--- config.mk ---
export PLATFORM = sky130hd
export DESIGN_NAME = board_ctrl
export DESIGN_NICKNAME = d
export VERILOG_FILES = /design/src/rtl/board_ctrl.sv
export SDC_FILE = /design/constraint.sdc
export NUM_CORES = 1
export LEC_CHECK = 0
export BUFFER_PORTS_ARGS = -buffer_cell sky130_fd_sc_hd__buf_2
export CAP_MARGIN = 10
export CORE_AREA = 2 2 93 95
export CTS_CLUSTER_SIZE = 28
export DETAILED_ROUTE_END_ITERATION = 10
export DIE_AREA = 0 0 95 97
export PLACE_DENSITY = 0.53
export SYNTH_ARGS = -nofsm -noshare
export SYNTH_HDL_FRONTEND = slang
export SYNTH_SLANG_ARGS = --single-unit
--- constraint.sdc ---
create_clock -name clk -period 2.7 [get_ports clk]
set_input_delay 0.81 -clock clk [delete_from_list [all_inputs] [get_ports clk]]
set_output_delay 0.81 -clock clk [all_outputs]
set_load 0.02 [all_outputs]
--- src/rtl/board_ctrl.sv ---
// Tic-tac-toe board controller: button edge detection, cursor movement, move placement and win/draw detection.
// Optional BOARD_WIN_MASK_EN: when defined, win_mask marks the cells of the winning line(s); otherwise it is tied to 0.
module board_ctrl #(
    parameter logic [1:0] FIRST_MARK = 2'b01
) (
    input  logic        clk,
    input  logic        rst,
    input  logic        btn_up,
    input  logic        btn_down,
    input  logic        btn_left,
    input  logic        btn_right,
    input  logic        btn_sel,
    output logic [17:0] board,
    output logic [3:0]  cursor,
    output logic [1:0]  turn,
    output logic [1:0]  winner,
    output logic        game_over,
    output logic [8:0]  win_mask,
    output logic [3:0]  move_count
);

    typedef enum logic [1:0] {PLAY, CHECK, WIN, DRAW} state_t;

    // Cell sets for rows, columns and diagonals; bit k is cell k.
    localparam logic [8:0] LINES [8] = '{
        9'b000000111, 9'b000111000, 9'b111000000,
        9'b001001001, 9'b010010010, 9'b100100100,
        9'b100010001, 9'b001010100
    };

    state_t      state_q, state_d;
    logic [4:0]  btn_q, btn_now, ev;
    logic [17:0] board_q, board_d;
    logic [3:0]  cursor_q, cursor_d;
    logic [1:0]  turn_q, turn_d;
    logic [1:0]  winner_q, winner_d;
    logic        game_over_q, game_over_d;
    logic [3:0]  move_count_q, move_count_d;
    logic [8:0]  own, hits;
`ifdef BOARD_WIN_MASK_EN
    logic [8:0]  win_mask_q, win_mask_d;
`endif

    assign btn_now = {btn_sel, btn_up, btn_down, btn_left, btn_right};
    assign ev      = btn_now & ~btn_q;

    always_comb begin
        own  = '0;
        hits = '0;
        for (int k = 0; k < 9; k++) begin
            own[k] = (board_q[2*k +: 2] == turn_q);
        end
        for (int l = 0; l < 8; l++) begin
            if ((own & LINES[l]) == LINES[l]) begin
                hits = hits | LINES[l];
            end
        end
    end

    always_comb begin
        state_d      = state_q;
        board_d      = board_q;
        cursor_d     = cursor_q;
        turn_d       = turn_q;
        winner_d     = winner_q;
        game_over_d  = game_over_q;
        move_count_d = move_count_q;
`ifdef BOARD_WIN_MASK_EN
        win_mask_d   = win_mask_q;
`endif
        case (state_q)
            PLAY: begin
                if (ev[4]) begin
                    if (board_q[{cursor_q, 1'b0} +: 2] == 2'b00) begin
                        board_d[{cursor_q, 1'b0} +: 2] = turn_q;
                        move_count_d = move_count_q + 4'd1;
                        state_d      = CHECK;
                    end
                end else if (ev[3]) begin
                    cursor_d = (cursor_q < 4'd3) ? cursor_q + 4'd6 : cursor_q - 4'd3;
                end else if (ev[2]) begin
                    cursor_d = (cursor_q > 4'd5) ? cursor_q - 4'd6 : cursor_q + 4'd3;
                end else if (ev[1]) begin
                    cursor_d = (cursor_q inside {4'd0, 4'd3, 4'd6}) ? cursor_q + 4'd2 : cursor_q - 4'd1;
                end else if (ev[0]) begin
                    cursor_d = (cursor_q inside {4'd2, 4'd5, 4'd8}) ? cursor_q - 4'd2 : cursor_q + 4'd1;
                end
            end
            CHECK: begin
                // Only the mover can have completed a line, so turn_q is still the placed mark.
                if (|hits) begin
                    state_d     = WIN;
                    winner_d    = turn_q;
                    game_over_d = 1'b1;
`ifdef BOARD_WIN_MASK_EN
                    win_mask_d  = hits;
`endif
                end else if (move_count_q == 4'd9) begin
                    state_d     = DRAW;
                    winner_d    = 2'b11;
                    game_over_d = 1'b1;
                end else begin
                    state_d = PLAY;
                    turn_d  = turn_q ^ 2'b11;
                end
            end
            WIN, DRAW: begin
                if (ev[4]) begin
                    state_d      = PLAY;
                    board_d      = '0;
                    cursor_d     = 4'd4;
                    turn_d       = FIRST_MARK;
                    winner_d     = 2'b00;
                    game_over_d  = 1'b0;
                    move_count_d = 4'd0;
`ifdef BOARD_WIN_MASK_EN
                    win_mask_d   = '0;
`endif
                end
            end
            default: state_d = PLAY;
        endcase
    end

    always_ff @(posedge clk) begin
        if (rst) begin
            // Buttons load as pressed so a level held through reset yields no event.
            btn_q        <= '1;
            state_q      <= PLAY;
            board_q      <= '0;
            cursor_q     <= 4'd4;
            turn_q       <= FIRST_MARK;
            winner_q     <= 2'b00;
            game_over_q  <= 1'b0;
            move_count_q <= 4'd0;
        end else begin
            btn_q        <= btn_now;
            state_q      <= state_d;
            board_q      <= board_d;
            cursor_q     <= cursor_d;
            turn_q       <= turn_d;
            winner_q     <= winner_d;
            game_over_q  <= game_over_d;
            move_count_q <= move_count_d;
        end
    end

`ifdef BOARD_WIN_MASK_EN
    always_ff @(posedge clk) begin
        if (rst) win_mask_q <= '0;
        else     win_mask_q <= win_mask_d;
    end
    assign win_mask = win_mask_q;
`else
    assign win_mask = '0;
`endif

    assign board      = board_q;
    assign cursor     = cursor_q;
    assign turn       = turn_q;
    assign winner     = winner_q;
    assign game_over  = game_over_q;
    assign move_count = move_count_q;

endmodule

==> summary.txt, run 1 <==
Synth
  • Async set-or-reset flop fraction in the synthesized netlist: 0%
  • Multiplexer fraction of the synthesized cell area: 8.48%
  • Flip-flop and latch count after synthesis: 38
  • Count of synthesis-stage warnings from yosys: 0
  • Commonest cells post-synth: sky130_fd_sc_hd__nand2_1 (39), sky130_fd_sc_hd__dfxtp_1 (38), sky130_fd_sc_hd__nor3_1 (25), sky130_fd_sc_hd__nor2_1 (24), sky130_fd_sc_hd__mux2i_1 (20)
  • Largest family of logic cells by synthesized area: simple AND/OR/NAND/NOR gates
  • Compound-gate portion of the synthesized area: 17.4%
  • Synth top area cells: sky130_fd_sc_hd__dfxtp_1 (26%), sky130_fd_sc_hd__mux2i_1 (6.9%), sky130_fd_sc_hd__ha_1 (5.6%), sky130_fd_sc_hd__nand2_1 (5.1%), sky130_fd_sc_hd__nor3_1 (4.3%)
  • Area fraction in and, or, nand and nor cells after synthesis: 29.6%
  • Number of cells produced by synthesis: 354
  • EDFF count, synth: 0
  • Sequential share of the synthesized area: 26.3%
  • Library cell with the highest instance count after synthesis: sky130_fd_sc_hd__nand2_1
  • Main synth FF type: sky130_fd_sc_hd__dfxtp_1
  • Adder-cell share of the synthesized area: 5.63%
  • Library cell occupying the most area in the post-synthesis netlist: sky130_fd_sc_hd__dfxtp_1
  • Synthesized area: 2890 sq um
  • Number of unique standard cell types used by synthesis: 66
  • Post-synth top area share: 26.3%
  • Fraction of synthesized cell area in xor and xnor cells: 4.20%
  • Avg Synthesized Cell Area: 8.16 sq um

Final layout
  • Number of nets in the final layout: 410
  • Non-Filler Cell Area, Final: 3230 sq um
  • Fill cell total of the finished layout: 844
  • Area growth, synth to finish: 11.7%
  • Fraction of layout instances using a drive strength above 1: 22.5%
  • Inserted Diodes: 0

Critical path
  • Worst path bufs/invs: 0
  • WP data arrival: 2.56 ns
  • Slowest library cell on the worst path: sky130_fd_sc_hd__dfxtp_1
  • CP endpoint kind: register
  • Data required time at the worst endpoint: 2.88 ns
  • Setup slack, reg-to-reg: 0.32 ns
  • Slowest cell delay on critical path: 0.90 ns
  • Depth of the most critical reg-to-reg path: 6
  • Crit start category: register
  • End of the worst register-to-register path: turn[0]
  • CP Class: register to register
  • Timing startpoint of the critical path: turn[1]
  • Top fanout value on the critical path: 26
  • Reg2reg start: turn[1]
  • End of the critical path: turn[0]
  • Cell family with most CP delay: simple AND/OR/NAND/NOR gates
  • Crit. path cell count: 6
  • Worst path cell trace: nor3_1 -> o22ai_2 -> a211oi_1 -> nor4_1 -> nand3b_1 -> mux2i_1

Global route
  • Met2 usage: 24.9%
  • Global-route wire length before repair: 12500 microns
  • Initial antenna violation count: 0
  • Global-route usage over all layers: 17.0%
  • GRT met1 Usage: 25.4%
  • Global Route met3 Usage: 3.12%
  • Total grt overflow: 0
  • Vias in the first global route: 2419
  • Grt peak-use layer: met1
  • Maximum number of pins on one net before global-route repair: 27

Detailed routing
  • Total detailed-routing wirelength: 7630 microns
  • Vias after detailed routing: 2629
  • Post-route DRC: 0
  • Antenna Nets Post-Route: 0
  • First drt pass iteration count: 4
  • Via density: 5.30
  • First-iteration detailed-routing DRC count: 102
  • Per-cell routed wire length: 15.4 microns

Place
  • Global placer's final weighted congestion: 0.825
  • Placed wire-length estimate: 5630 microns
  • Placement-stage cell area: 3130 sq um
  • Count of port buffers added during placement: 37

Clock network
  • # clock sinks: 38
  • Setup Buffers After CTS: 0
  • H-tree levels: 2
  • Maximum clock insertion buffer count: 2
  • Root buffer cell: sky130_fd_sc_hd__clkbuf_8
  • Number of cells upsized or downsized after cts: 0
  • Cts bufs inserted: 5
  • Clock Pin Slew Worst Setup and Hold Paths: 0.08 ns
  • Worst-skew pair later-pin latency: 0.30 ns
  • Hold-fix buffer count after cts: 0
  • Clock tree from TritonCTS: done

Power and ir drop
  • Combinational power share: 30.6%
  • Switching fraction of total power: 36.3%
  • Int Power: 975 uW
  • Final Total Pwr: 1530 uW
  • Power per cell area: 474 nW/um^2
  • Reported leakage power: 0.00140 uW
  • IR Drop Worst-Case VDD: 0.214 mV
  • Clock network power share: 27.7%
  • Share of power burned in registers: 41.8%
  • Power dissipated by switching net loads: 554 uW

Floorplanning
  • Number of cell rows: 33
  • Ports: 47
  • Die width: 95 microns
  • Height of the die: 97 microns
  • Die ar.: 9220 sq um
  • Effective utilization at floorplan: 35.5%
  • Area of the core: 8130 sq um

Run status
  • Result of the run: finished, final reports clean

STA
  • Slew Viols, Final: 0
  • Transition at the pin with the smallest max-transition slack: 0.879 ns
  • Min Clock Period, post-route: 2.38 ns
  • Clock Skew: 0.0106 ns
  • Fraction of the cycle the final worst path needs: 88.1%
  • Sum of negative setup slack: 0 ns
  • Setup violators final: 0
  • Worst rel slew slack: 41.3%
  • Unrepaired setup endpoints after global routing: no
  • Highest achievable clock rate: 0.420 GHz
  • Number of failing hold endpoints at the final stage: 0

Run
  • Max-capacitance violation count: 0

Worst hold path
  • HP Class: register to register
## metrics by stage
step                util (%)  cells  hold WS (ns)  worst slack (ns)
CTS                     39.7    496         0.473             0.343
global placement        38.5    488         0.446             0.392
global route            39.7    496         0.489            0.0589
detailed placement      38.5    488         0.453             0.354
floorplan                  -    362         0.495             0.455
finish                  39.7    496         0.472             0.321
## how the worst min path moves through the flow
stage                          start          to  slack, ns  depth (start not counted)
after floorplan           state_q[0]  state_q[0]       0.49                          2
after global placement     game_over   game_over       0.45                          2
after detailed placement   game_over   game_over       0.45                          2
after CTS                  game_over   game_over       0.47                          2
after global routing       game_over   game_over       0.49                          2
final                      game_over   game_over       0.47                          2
## cell usage in the layout (no fill, tap or decap), types with 3 or more instances in the layout
cell | synthesis | routed
sky130_fd_sc_hd__nand3b_1 | 4 | 4
sky130_fd_sc_hd__nor2_1 | 24 | 24
sky130_fd_sc_hd__o21ai_1 | 3 | 3
sky130_fd_sc_hd__o21ai_0 | 7 | 7
sky130_fd_sc_hd__xor2_1 | 9 | 9
sky130_fd_sc_hd__o22ai_1 | 8 | 8
sky130_fd_sc_hd__nand2b_1 | 7 | 7
sky130_fd_sc_hd__xnor2_1 | 3 | 3
sky130_fd_sc_hd__or2_2 | 9 | 9
sky130_fd_sc_hd__nand2_1 | 39 | 39
sky130_fd_sc_hd__ha_1 | 13 | 13
sky130_fd_sc_hd__clkbuf_8 | 2 | 6
sky130_fd_sc_hd__dfxtp_1 | 38 | 38
sky130_fd_sc_hd__inv_1 | 8 | 8
sky130_fd_sc_hd__buf_4 | 11 | 11
sky130_fd_sc_hd__a211oi_1 | 6 | 6
sky130_fd_sc_hd__mux2i_1 | 20 | 20
sky130_fd_sc_hd__buf_2 | 4 | 37
sky130_fd_sc_hd__nor3_1 | 25 | 25
sky130_fd_sc_hd__conb_1 | 1 | 9
sky130_fd_sc_hd__and4_1 | 4 | 4
sky130_fd_sc_hd__a21oi_1 | 14 | 14
sky130_fd_sc_hd__and2_1 | 3 | 3
sky130_fd_sc_hd__nand3_1 | 9 | 9
sky130_fd_sc_hd__and3_1 | 16 | 16
sky130_fd_sc_hd__nor2b_1 | 6 | 6
sky130_fd_sc_hd__and3_2 | 4 | 4
## per-layer routing
metal,up-vias,part of all wire (%)
met5,-,0
met4,0,0.81
met3,10,4.3
met2,67,45
met1,1218,50
li1,1334,-
## state kept, by name (all words and copies together), names as in the netlist
register	count
board	18
btn_q	5
cursor	4
game_over	1
move_count	4
state_q	2
turn	2
winner	2
## tightest hold or removal path: stages (launching register included)
cell and delay, ns:
sky130_fd_sc_hd__dfxtp_1 0.32, sky130_fd_sc_hd__nand2_1 0.05, sky130_fd_sc_hd__a21oi_1 0.06
## final cells by class
| cell class | count | area, sq um | area share, % |
|---|---|---|---|
| Multi-Input combinational cell | 287 | 1920 | 59.5 |
| Tap cell | 105 | 131 | 4.07 |
| Timing Repair Buffer | 49 | 288 | 8.91 |
| Clock buffer | 6 | 82.6 | 2.56 |
| Sequential cell | 38 | 761 | 23.6 |
| Clock inverter | 2 | 12.5 | 0.387 |
| Inverter | 9 | 33.8 | 1.05 |
## cell families after synthesis
family / Yosys count
AO/OA/AOI/OAI: 68
AND/OR/NAND/NOR: 162
flip-flops: 38
multiplexers: 22
buffers and inverters: 37
other: 1
adder cells (fa/ha/maj): 13
XOR/XNOR: 13
## power by group through the flow
stage	Sequential [uW]	Combinational (uW)	Clock, uW
after detailed placement	651	467	0
after global routing	647	519	458
after global placement	650	461	0
after floorplan	643	369	0
final	638	468	423
after CTS	638	469	439
Power figures use the tool's default switching activity.
==> run 2, diff against run 1 <==
==> config.mk (replaced) <==
export PLATFORM = sky130hd
export DESIGN_NAME = board_ctrl
export DESIGN_NICKNAME = d
export VERILOG_FILES = /design/src/rtl/board_ctrl.sv
export SDC_FILE = /design/constraint.sdc
export NUM_CORES = 1
export LEC_CHECK = 0
export BUFFER_PORTS_ARGS = -buffer_cell sky130_fd_sc_hd__buf_4
export CAP_MARGIN = 10
export CELL_PAD_IN_SITES_DETAIL_PLACEMENT = 1
export CELL_PAD_IN_SITES_GLOBAL_PLACEMENT = 1
export CORE_AREA = 2 2 93 95
export CTS_CLUSTER_SIZE = 28
export DETAILED_ROUTE_END_ITERATION = 10
export DIE_AREA = 0 0 95 97
export PLACE_DENSITY = 0.68
export SYNTH_ARGS = -nofsm -noshare
export SYNTH_HDL_FRONTEND = slang
export SYNTH_SLANG_ARGS = --single-unit
==> run 2 against run 1 <==
Effect of this change: clock skew down 0.0038 ns; critical endpoint is now winner[0]; clock power grew 45%; global-route usage increased by 1.9 points; wire length up 10%; first-iteration DRC count decreased by 27%; total power increased by 14%; sequential power hardly changed; register-to-register slack lost 0.06 ns; worst setup slack got worse by 0.061 ns.
==> summary.txt, run 2 (synthesized netlist as in run 1, its figures left out) <==
Run status
  • Result of the run: finished, final reports clean

STA
  • Sum of negative setup slack: 0 ns
  • Unrepaired setup endpoints after global routing: no
  • Clock Skew: 0.00684 ns
  • Transition at the pin with the smallest max-transition slack: 0.886 ns
  • Worst rel slew slack: 40.8%
  • Min Clock Period, post-route: 2.44 ns
  • Fraction of the cycle the final worst path needs: 90.4%
  • Setup violators final: 0
  • Highest achievable clock rate: 0.410 GHz
  • Slew Viols, Final: 0
  • Number of failing hold endpoints at the final stage: 0
  • Worst setup margin: 0.260 ns

Place
  • Count of port buffers added during placement: 37
  • Global placer's final weighted congestion: 0.827
  • Dpl ws: 0.289 ns
  • Placement-stage cell area: 3230 sq um
  • Placed wire-length estimate: 6240 microns

Clock network
  • Maximum clock insertion buffer count: 2
  • Number of cells upsized or downsized after cts: 0
  • Clock tree from TritonCTS: done
  • Worst-skew pair later-pin latency: 0.29 ns
  • Cts bufs inserted: 5
  • # clock sinks: 38
  • Clock Pin Slew Worst Setup and Hold Paths: 0.08 ns
  • Root buffer cell: sky130_fd_sc_hd__clkbuf_8
  • H-tree levels: 2
  • Hold-fix buffer count after cts: 0
  • Setup Buffers After CTS: 0

Power and ir drop
  • Reported leakage power: 0.00144 uW
  • Int Power: 1180 uW
  • Power per cell area: 517 nW/um^2
  • Clock network power share: 35.1%
  • Share of power burned in registers: 36.4%
  • Power dissipated by switching net loads: 564 uW
  • Switching fraction of total power: 32.4%
  • Combinational power share: 28.4%
  • IR Drop Worst-Case VDD: 0.192 mV

Worst hold path
  • HP Class: register to register

Critical path
  • Crit. path cell count: 6
  • Crit start category: register
  • Setup slack, reg-to-reg: 0.26 ns
  • Slowest cell delay on critical path: 0.91 ns
  • Reg2reg start: turn[1]
  • CP endpoint kind: register
  • CP Class: register to register
  • Top fanout value on the critical path: 26
  • Timing startpoint of the critical path: turn[1]
  • Slowest library cell on the worst path: sky130_fd_sc_hd__dfxtp_1
  • End of the critical path: winner[0]
  • Worst path cell trace: nor3_1 -> o22ai_2 -> a211oi_1 -> or4_4 -> and2_4 -> a221oi_2
  • Cell family with most CP delay: simple AND/OR/NAND/NOR gates
  • Depth of the most critical reg-to-reg path: 6
  • End of the worst register-to-register path: winner[0]
  • WP data arrival: 2.65 ns
  • Worst path bufs/invs: 0
  • Data required time at the worst endpoint: 2.91 ns

Final layout
  • Commonest non-fill, non-tap cells in the layout: sky130_fd_sc_hd__buf_4 (51), sky130_fd_sc_hd__nand2_1 (39), sky130_fd_sc_hd__dfxtp_1 (38)
  • Post-route core utilization: 41.5%
  • Number of nets in the final layout: 412
  • Commonest non-fill, non-tap cell in the layout: sky130_fd_sc_hd__buf_4
  • Area of the multi-input gates: 1920 sq um
  • Fraction of layout instances using a drive strength above 1: 22.9%
  • Non-Filler Cell Area, Final: 3370 sq um
  • Fill cell total of the finished layout: 985
  • Area growth, synth to finish: 16.7%
  • Inserted Diodes: 0
  • Register area: 761 sq um
  • Flip-flop count of the largest register after layout: 18

Detailed routing
  • Antenna Nets Post-Route: 0
  • Vias after detailed routing: 2716
  • First-iteration detailed-routing DRC count: 74
  • Per-cell routed wire length: 16.9 microns
  • First drt pass iteration count: 4
  • Post-route DRC: 0
  • Via density: 5.45
  • Total detailed-routing wirelength: 8430 microns

Global route
  • Vias in the first global route: 2668
  • Grt peak-use layer: met2
  • Maximum number of pins on one net before global-route repair: 27
  • Total grt overflow: 0
  • Global-route usage over all layers: 18.9%
  • Met2 usage: 30.4%
  • GRT met1 Usage: 26.6%
  • Global Route met3 Usage: 2.80%
  • Global-route wire length before repair: 13900 microns
  • Initial antenna violation count: 0

Floorplanning
  • Ports: 47
  • Die ar.: 9220 sq um
  • Area of the core: 8130 sq um
  • Die width: 95 microns
  • Effective utilization at floorplan: 35.5%
  • Number of cell rows: 33
  • Height of the die: 97 microns

Run
  • Max-capacitance violation count: 0
run 2: worst min-delay path by stage:
stage / start / end / slack, ns / cells past startpoint
6_report: game_over / game_over / 0.48 / 2
5_1_grt: game_over / game_over / 0.50 / 2
4_1_cts: game_over / game_over / 0.48 / 2
3_5_place_dp: game_over / game_over / 0.46 / 2
3_3_place_gp: game_over / game_over / 0.46 / 2
2_1_floorplan: state_q[0] / state_q[0] / 0.49 / 2
run 2: routing by layer:
| layer | vias to the layer above | share of wire [%] |
|---|---|---|
| met1 | 1320 | 49 |
| met2 | 52 | 46 |
| met3 | 11 | 3.2 |
| met5 | - | 0 |
| met4 | 0 | 1.3 |
| li1 | 1333 | - |
run 2: metrics by stage:
step           instances  hold slack [ns]  power [uW]
2_1_floorplan        362            0.495        1010
3_3_place_gp         490            0.455        1130
3_5_place_dp         490            0.462        1140
4_1_cts              498            0.477        1750
5_1_grt              498            0.499        1840
6_report             498            0.478        1740
run 2: layout make-up:
cell class / count / area share, %
clock inverter: 2 / 1.78
tap: 105 / 3.90
multi-input combinational: 287 / 57.0
sequential: 38 / 22.6
inverter: 9 / 1.00
clock buffer: 6 / 2.45
timing repair buffer: 51 / 11.4
run 2: worst reg2reg max path, delay by kind of cell (launching register included):
family / cells / cell delay (ns)
simple gates: 3 / 0.93
flops: 1 / 0.91
compound gates: 3 / 0.51
run 2: power by group through the flow:
stage                     Sequential [uW]  Combinational (uW)  Clock [uW]
after floorplan                       643                 369           0
after global placement                646                 485           0
after detailed placement              648                 493           0
after CTS                             635                 495         624
after global routing                  643                 548         651
final                                 635                 496         612
==> run 3, diff against run 2 <==
==> config.mk (replaced) <==
export PLATFORM = sky130hd
export DESIGN_NAME = board_ctrl
export DESIGN_NICKNAME = d
export VERILOG_FILES = /design/src/rtl/board_ctrl.sv
export SDC_FILE = /design/constraint.sdc
export NUM_CORES = 1
export LEC_CHECK = 0
export ABC_AREA = 1
export BUFFER_PORTS_ARGS = -buffer_cell sky130_fd_sc_hd__buf_4
export CAP_MARGIN = 10
export CELL_PAD_IN_SITES_DETAIL_PLACEMENT = 1
export CELL_PAD_IN_SITES_GLOBAL_PLACEMENT = 1
export CORE_AREA = 2 2 95 97
export CTS_CLUSTER_SIZE = 28
export DETAILED_ROUTE_END_ITERATION = 10
export DIE_AREA = 0 0 97 99
export PLACE_DENSITY = 0.72
export SLEW_MARGIN = 40
export SYNTH_ARGS = -nofsm -noshare
export SYNTH_HDL_FRONTEND = slang
export SYNTH_SLANG_ARGS = --single-unit
==> run 3 against run 2 <==
Effect of this change: final cell count increased by 28%; critical path type is now register to output port; clock power is 30% lower; maximum frequency up 18%; largest cell class unchanged; sequential power fell by 5.7%; critical endpoint is now cursor[3].
==> summary.txt, run 3 <==
Final layout
  • Area growth, synth to finish: 13.6%
  • Commonest non-fill, non-tap cells in the layout: sky130_fd_sc_hd__nand2_1 (149), sky130_fd_sc_hd__inv_1 (51), sky130_fd_sc_hd__nand3_1 (48)
  • Flip-flop count of the largest register after layout: 18
  • Fill cell total of the finished layout: 1191
  • Commonest non-fill, non-tap cell in the layout: sky130_fd_sc_hd__nand2_1
  • Inserted Diodes: 0
  • Fraction of layout instances using a drive strength above 1: 17.0%
  • Number of nets in the final layout: 548

Detailed routing
  • Post-route DRC: 0
  • Via density: 5.00
  • Per-cell routed wire length: 14.8 microns
  • Total detailed-routing wirelength: 9450 microns
  • First drt pass iteration count: 4
  • Antenna Nets Post-Route: 0
  • Vias after detailed routing: 3188
  • First-iteration detailed-routing DRC count: 169

STA
  • Number of failing hold endpoints at the final stage: 0
  • Fraction of the cycle the final worst path needs: 76.6%
  • Clock Skew: 0.00797 ns
  • Setup violators final: 0
  • Sum of negative setup slack: 0 ns
  • Unrepaired setup endpoints after global routing: no
  • Worst rel slew slack: 65.2%
  • Transition at the pin with the smallest max-transition slack: 0.521 ns
  • Min Clock Period, post-route: 2.07 ns
  • Highest achievable clock rate: 0.484 GHz
  • Slew Viols, Final: 0

Synth
  • Number of cells produced by synthesis: 493
  • EDFF count, synth: 0
  • Main synth FF type: sky130_fd_sc_hd__dfxtp_1
  • Sequential share of the synthesized area: 25.1%
  • Async set-or-reset flop fraction in the synthesized netlist: 0%
  • Commonest cells post-synth: sky130_fd_sc_hd__nand2_1 (149), sky130_fd_sc_hd__inv_1 (51), sky130_fd_sc_hd__nand3_1 (48), sky130_fd_sc_hd__nor2_1 (45), sky130_fd_sc_hd__dfxtp_1 (38)
  • Synth top area cells: sky130_fd_sc_hd__dfxtp_1 (25%), sky130_fd_sc_hd__nand2_1 (18%), sky130_fd_sc_hd__nand3_1 (7.9%), sky130_fd_sc_hd__inv_1 (6.3%), sky130_fd_sc_hd__nor2_1 (5.6%)
  • Flip-flop and latch count after synthesis: 38
  • Avg Synthesized Cell Area: 6.14 sq um
  • Post-synth top area share: 25.1%
  • Synthesized area: 3030 sq um
  • Library cell with the highest instance count after synthesis: sky130_fd_sc_hd__nand2_1
  • Count of synthesis-stage warnings from yosys: 0
  • Number of unique standard cell types used by synthesis: 36
  • Library cell occupying the most area in the post-synthesis netlist: sky130_fd_sc_hd__dfxtp_1

Critical path
  • Slowest library cell on the worst path: sky130_fd_sc_hd__dfxtp_1
  • WP data arrival: 1.26 ns
  • CP Class: register to output port
  • Cell family with most CP delay: flip-flops
  • Worst path bufs/invs: 2
  • Slowest cell delay on critical path: 0.56 ns
  • Top fanout value on the critical path: 8
  • Worst path cell trace: buf_4 -> buf_4
  • Most repeated library cell on the critical path: sky130_fd_sc_hd__buf_4
  • Data required time at the worst endpoint: 1.89 ns
  • Crit start category: register
  • CP endpoint kind: output port

Global route
  • Global-route usage over all layers: 19.9%
  • Initial antenna violation count: 0
  • Maximum number of pins on one net before global-route repair: 33
  • Global-route wire length before repair: 15700 microns
  • Vias in the first global route: 3187
  • Total grt overflow: 0

Power and ir drop
  • Int Power: 977 uW
  • Reported leakage power: 0.00163 uW
  • Share of power burned in registers: 35.7%
  • IR Drop Worst-Case VDD: 0.209 mV
  • Combinational power share: 38.7%
  • Power per cell area: 487 nW/um^2
  • Switching fraction of total power: 41.7%
  • Power dissipated by switching net loads: 698 uW
  • Clock network power share: 25.6%
  • Final Total Pwr: 1680 uW

Place
  • Placed wire-length estimate: 7330 microns
  • Global placer's final weighted congestion: 0.931
  • Count of port buffers added during placement: 37

Clock network
  • Worst-skew pair later-pin latency: 0.30 ns
  • H-tree levels: 2
  • # clock sinks: 38
  • Clock Pin Slew Worst Setup and Hold Paths: 0.09 ns
  • Root buffer cell: sky130_fd_sc_hd__clkbuf_8
  • Cts bufs inserted: 5
  • Setup Buffers After CTS: 0
  • Hold-fix buffer count after cts: 0
  • Maximum clock insertion buffer count: 2
  • Clock tree from TritonCTS: done
  • Number of cells upsized or downsized after cts: 0

Floorplanning
  • Effective utilization at floorplan: 35.4%
  • Die width: 97 microns
  • Die ar.: 9600 sq um
  • Number of cell rows: 34
  • Area of the core: 8550 sq um
  • Height of the die: 99 microns
  • Ports: 47

Worst hold path
  • HP Class: register to register

Run
  • Max-capacitance violation count: 0

Run status
  • Result of the run: finished, final reports clean
## run 3: cell count changes in the layout (fill, tap and decap cells not counted), sizes merged, moves of 13 or more
| cell | delta |
|---|---|
| inv | +53 |
| nor3 | -18 |
| nand3 | +42 |
| and3 | -20 |
| nor2 | +30 |
| nand2 | +119 |
| o21ai | +13 |
| a21oi | +17 |
| mux2i | -20 |
## run 3: final timing paths
kind / from / slack, ns / end / depth (start not counted)
max: cursor[3] / 0.63 / cursor[3] / 2
min: game_over / 0.46 / game_over / 2
max reg2reg: cursor[0] / 0.64 / board[4] / 9
min reg2reg: game_over / 0.46 / game_over / 2
## run 3: cells by family (layout without fill, tap and decap cells)
group	after synthesis	after routing	synth area share, %
simple gates	283	283	42.0
other cells	1	9	0.124
compound gates	66	66	12.1
xor+xnor	5	5	1.45
buf+inv	87	115	13.8
flops	38	38	25.1
fa+ha+maj	13	13	5.37
## run 3: area by class of cell
type	count	area, sq um	share of cell area, %
sequential	38	761	22.1
timing repair buffer	45	338	9.82
inverter	62	233	6.76
clock buffer	6	82.6	2.40
clock inverter	2	12.5	0.364
multi-input combinational	376	1880	54.6
tap	108	135	3.93
## run 3: through the flow
stage                     instances  util [%]  instance area [sq um]  hold slack (ns)  setup slack [ns]
after floorplan                 501         -                   3060            0.500             0.688
after global placement          629      39.1                   3350            0.443             0.462
after detailed placement        629      39.1                   3350            0.449             0.371
after CTS                       637      40.2                   3440            0.463             0.593
after global routing            637      40.2                   3440            0.496             0.326
final                           637      40.2                   3440            0.460             0.633
## run 3: tightest hold or removal path: stages, from the launching register on
cell,delay [ns]
sky130_fd_sc_hd__dfxtp_1,0.32
sky130_fd_sc_hd__nand2_1,0.06
sky130_fd_sc_hd__nand2_1,0.04
## run 3: power by group through the flow
stage	Combinational [uW]	Sequential, uW	Clock (uW)
floorplan	468	630	0
global placement	636	612	0
detailed placement	648	613	0
CTS	651	600	440
global route	734	602	462
finish	648	599	429
## run 3: routing by layer
layer  routed length, microns  vias up  GRT usage (%)
met3                      335       12           3.05
met4                      137        0           5.53
met1                     4410     1500           25.1
met5                        0        -              0
met2                     4570       52           35.4
li1                         -     1624              -
